$ cat config.mk
export PLATFORM = sky130hd
export DESIGN_NAME = mem64
export DESIGN_NICKNAME = d
export VERILOG_FILES = /design/src/rtl/mem64.sv
export SDC_FILE = /design/constraint.sdc
export NUM_CORES = 2
export LEC_CHECK = 0
export CAP_MARGIN = 20
export CORE_ASPECT_RATIO = 1.1
export CORE_MARGIN = 2
export CORE_UTILIZATION = 45
export DETAILED_ROUTE_END_ITERATION = 8
export MAX_ROUTING_LAYER = met4
export SLEW_MARGIN = 30
export SYNTH_ARGS = -nofsm -noshare
export SYNTH_HDL_FRONTEND = slang
export SYNTH_SLANG_ARGS = --single-unit
$ cat constraint.sdc
create_clock -name clock -period 2.8 [get_ports clock]
set_input_delay 0.56 -clock clock [delete_from_list [all_inputs] [get_ports clock]]
set_output_delay 0.56 -clock clock [all_outputs]
set_load 0.05 [all_outputs]
$ cat src/rtl/mem64.sv
// Card-board memory: 64 x 5-bit register file with a registered read port,
// a write port and an atomic two-address swap port. Reset loads the default deal.
module mem64 #(
  parameter int unsigned DEPTH = 64,
  parameter int unsigned WIDTH = 5,
  parameter int unsigned CARDS = 36,
  parameter int unsigned EMPTY = 31
) (
  input  logic                     clock,
  input  logic                     reset_n,
  input  logic [$clog2(DEPTH)-1:0] rAddr,
  output logic [WIDTH-1:0]         dataOut,
  input  logic                     we,
  input  logic [$clog2(DEPTH)-1:0] wAddr,
  input  logic [WIDTH-1:0]         wData,
  input  logic                     swap,
  input  logic [$clog2(DEPTH)-1:0] sAddrA,
  input  logic [$clog2(DEPTH)-1:0] sAddrB
);

  logic [WIDTH-1:0] mem [DEPTH];

  // Playable slots hold each pair value twice (a mod CARDS/2); the rest are EMPTY.
  function automatic logic [WIDTH-1:0] default_val(input int unsigned idx);
    if (idx < CARDS) return WIDTH'(idx % (CARDS / 2));
    else             return WIDTH'(EMPTY);
  endfunction

  always_ff @(posedge clock or negedge reset_n) begin
    if (!reset_n) begin
      for (int unsigned i = 0; i < DEPTH; i++) mem[i] <= default_val(i);
      dataOut <= '0;
    end else begin
      // Read samples pre-edge contents, so both write and swap are read-first.
      dataOut <= mem[rAddr];
      if (swap) begin
        // Equal addresses write back the same value, leaving memory unchanged.
        mem[sAddrA] <= mem[sAddrB];
        mem[sAddrB] <= mem[sAddrA];
      end else if (we) begin
        mem[wAddr] <= wData;
      end
    end
  end

endmodule

==> reports/summary.txt <==
Die Height - 252 um
Num rows - 90
DP HPWL - 124 mm
Clk_skew - 44.4 ps
Antenna violations before repair - 24
Violated checks - design-rule violations, negative setup slack
Prevailing post-synth register cell - dfstp_2
Setup ws final - -206 ps
Worst-Skew Late Latency - 610 ps
Share of the synthesized area in the top cell type - 21.9%
Most common cell after layout, fill and taps aside - buf_4
Fmax - 333 MHz
First-pass GRT wire length - 237 mm
Synth Register Bits - 325
Drc violations - 13
Syn_nets - 2,737
Most frequent cells in the layout - buf_4 (593), a21oi_1 (307), nor3_1 (304), o221ai_1 (231), dfstp_2 (210)
Wire per inst - 43.1 um
CTS tree - built
WL final - 175 mm
CTS clk-pin slew, worst paths - 60 ps
Max VDD drop - 0.000626 V
Final GP Congestion - 1.23
Yosys top cell by area - dfstp_2
Cell Pwr Density - 573 mW/mm^2
Critical Path AT - 3470 ps
Synth top area cells - dfstp_2 (22%), mux4_2 (12%), dfrtp_1 (11%), o221ai_1 (11%), nor3_1 (6.2%)
CP startpoint kind - register
Synth warnings - 0
Die Width - 229 um
Port Buf Inserts - 37
Die Area - 0.0578 mm^2
Distinct cell type count after synthesis - 65
I/O pin cnt - 38
Setup WS pre-CTS - -893 ps
Worst EP required - 3260 ps
Element type at the critical path end - register
Max-slew violations - 0
Relative slew slack - 31.9%
Post-synthesis cell area - 0.0251 mm^2
Gr usage total - 59.5%
Share of cells above drive strength 1 - 41.7%
Syn Area/Cell - 9.30 um^2
P_leak - 12.8 nW
CP max stage cell - a222oi_1
Final hold vios - 0
Critical path's largest stage delay - 660 ps
Antenna-violating nets left - 0
Worst-path cell chain - mux2_4 > a221o_1 > a222oi_1 > buf_4 > o221ai_4 > nor3_4 > buf_6 > buf_12 > buf_12 > o221ai_1
H-Tree Depth - 2
TritonCTS Sinks - 325
Most common cell on crit path - buf_12
Hold Slack - 556 ps
P&R area growth vs syn - 39.4%
Crit path time final - 3010 ps
Routed vias - 33,600
Post-synthesis sequential area ratio - 33.4%
Worst-path maximum fanout - 8
Ys async rst share - 100%
Slew at the pin with the worst max-slew slack - 1010 ps
EDFF count, synth - 0
Setup violators final - 207
Nets - 3,293
Num CTS Buffers - 39
Status - complete, but fails checks
Mapped Cells - 2,704
Vias/cell - 8.26
Vias in the first global route - 31,100
Number of max-cap violations - 0
Drt pass-1 iters - 9
WS Path Type - reg2reg
Clock Path Buffers - 3
Largest net degree at the start of global routing - 71
RSZ-0062 raised after global routing - true
Final period utilization - 107%
Initial core utilization - 45.7%
Root buffer cell - clkbuf_16
HP Class - in2async
Reg2Reg Setup Slack - -210 ps
CORE AREA - 0.0551 mm^2
Initial DRC count - 6,917
GRT overflow - 0
-- power by group --
group	internal, mW	switching (mW)	leakage [nW]
clock network	3.15	2.22	0.624
registers	5.96	1.58	3.71
logic	3.07	4.12	8.45
total	12.2	7.92	12.8
-- area by class of cell --
type / instances / area, um^2
tap: 736 / 921
clock inverter: 8 / 129
multi-input combinational: 2100 / 16500
timing repair buffer: 787 / 7830
inverter: 7 / 30.0
clock buffer: 61 / 1170
sequential: 325 / 8400
antenna: 40 / 100
fill: 4546 / 20000
-- worst paths after layout --
check,start,to,depth (start not counted)
max in group asynchronous,reset_n,mem[115]$_DFFE_PN1P_,3
setup / recovery,mem[85]$_DFFE_PN1P_,mem[295]$_DFFE_PN0P_,10
hold reg to reg,mem[143]$_DFFE_PN0P_,mem[143]$_DFFE_PN0P_,2
setup reg to reg,mem[85]$_DFFE_PN1P_,mem[295]$_DFFE_PN0P_,10
min in group clock,mem[143]$_DFFE_PN0P_,mem[143]$_DFFE_PN0P_,2
hold / removal,reset_n,mem[303]$_DFFE_PN0P_,2
-- routing by layer --
| layer | global-route usage [%] | part of all wire, % | vias up |
|---|---|---|---|
| li1 | - | - | 12300 |
| met1 | 66.7 | 31 | 15900 |
| met2 | 80.2 | 38 | 3872 |
| met3 | 29.4 | 18 | 1505 |
| met4 | 46.5 | 12 | 0 |
| met5 | - | 0 | - |
-- state kept, by name, indices dropped and copies added, names as in the netlist --
signal,count
dataOut,5
mem,320
-- what timing repair did --
| item | 4_1_cts | 5_1_grt |
|---|---|---|
| endpoints found under the setup margin | 316 | 320 |
| setup buffers | 11 | 20 |
| gates cloned | 5 | 14 |
| pin swaps | 6 | 11 |
| endpoints found under the hold margin | 4 | 0 |
| hold buffers | 1 | 0 |
| gates resized for setup | 52 | 161 |
-- synth_stat cells (all sizes together) (10+ instances only) --
| cell type | number |
|---|---|
| a211oi | 25 |
| a21oi | 309 |
| a221o | 10 |
| a221oi | 113 |
| a222oi | 10 |
| a22o | 17 |
| a22oi | 83 |
| and2 | 10 |
| buf | 125 |
| clkbuf | 147 |
| dfrtp | 115 |
| dfstp | 210 |
| mux2 | 23 |
| mux2i | 72 |
| mux4 | 134 |
| nand2 | 173 |
| nand2b | 16 |
| nand3 | 18 |
| nor2 | 155 |
| nor2b | 16 |
| nor3 | 317 |
| nor4 | 10 |
| o21ai | 155 |
| o221ai | 322 |
| o22ai | 29 |
-- metrics by stage --
stage                     TNS [ps]  utilization (%)  cell area [um^2]  power [mW]  instances
after detailed placement   -219870             57.7             31800        13.3       3906
after global routing         -6030             63.6             35000        20.1       4058
after global placement     -214950             57.7             31800        13.2       3906
after CTS                     -124             61.0             33600        18.8       3990
final                       -12920             63.7             35100        20.1       4064
after floorplan                  0                -             25200        9.60       2704
-- worst max-delay path: cells and delay by family, from the launching register on --
family	cells	cell delay (ps)
compound gates	4	1280
buf+inv	4	780
flops	1	380
mux	1	270
simple gates	1	170
-- cells by family after synthesis --
kind of cell	after synthesis	share of synthesized area, %
buffers and inverters	279	5.12
multiplexers	229	15.9
AND/OR/NAND/NOR	756	14.4
flip-flops	325	33.4
AO/OA/AOI/OAI	1115	31.2
Note: power is estimated with default switching activity, not from simulation.
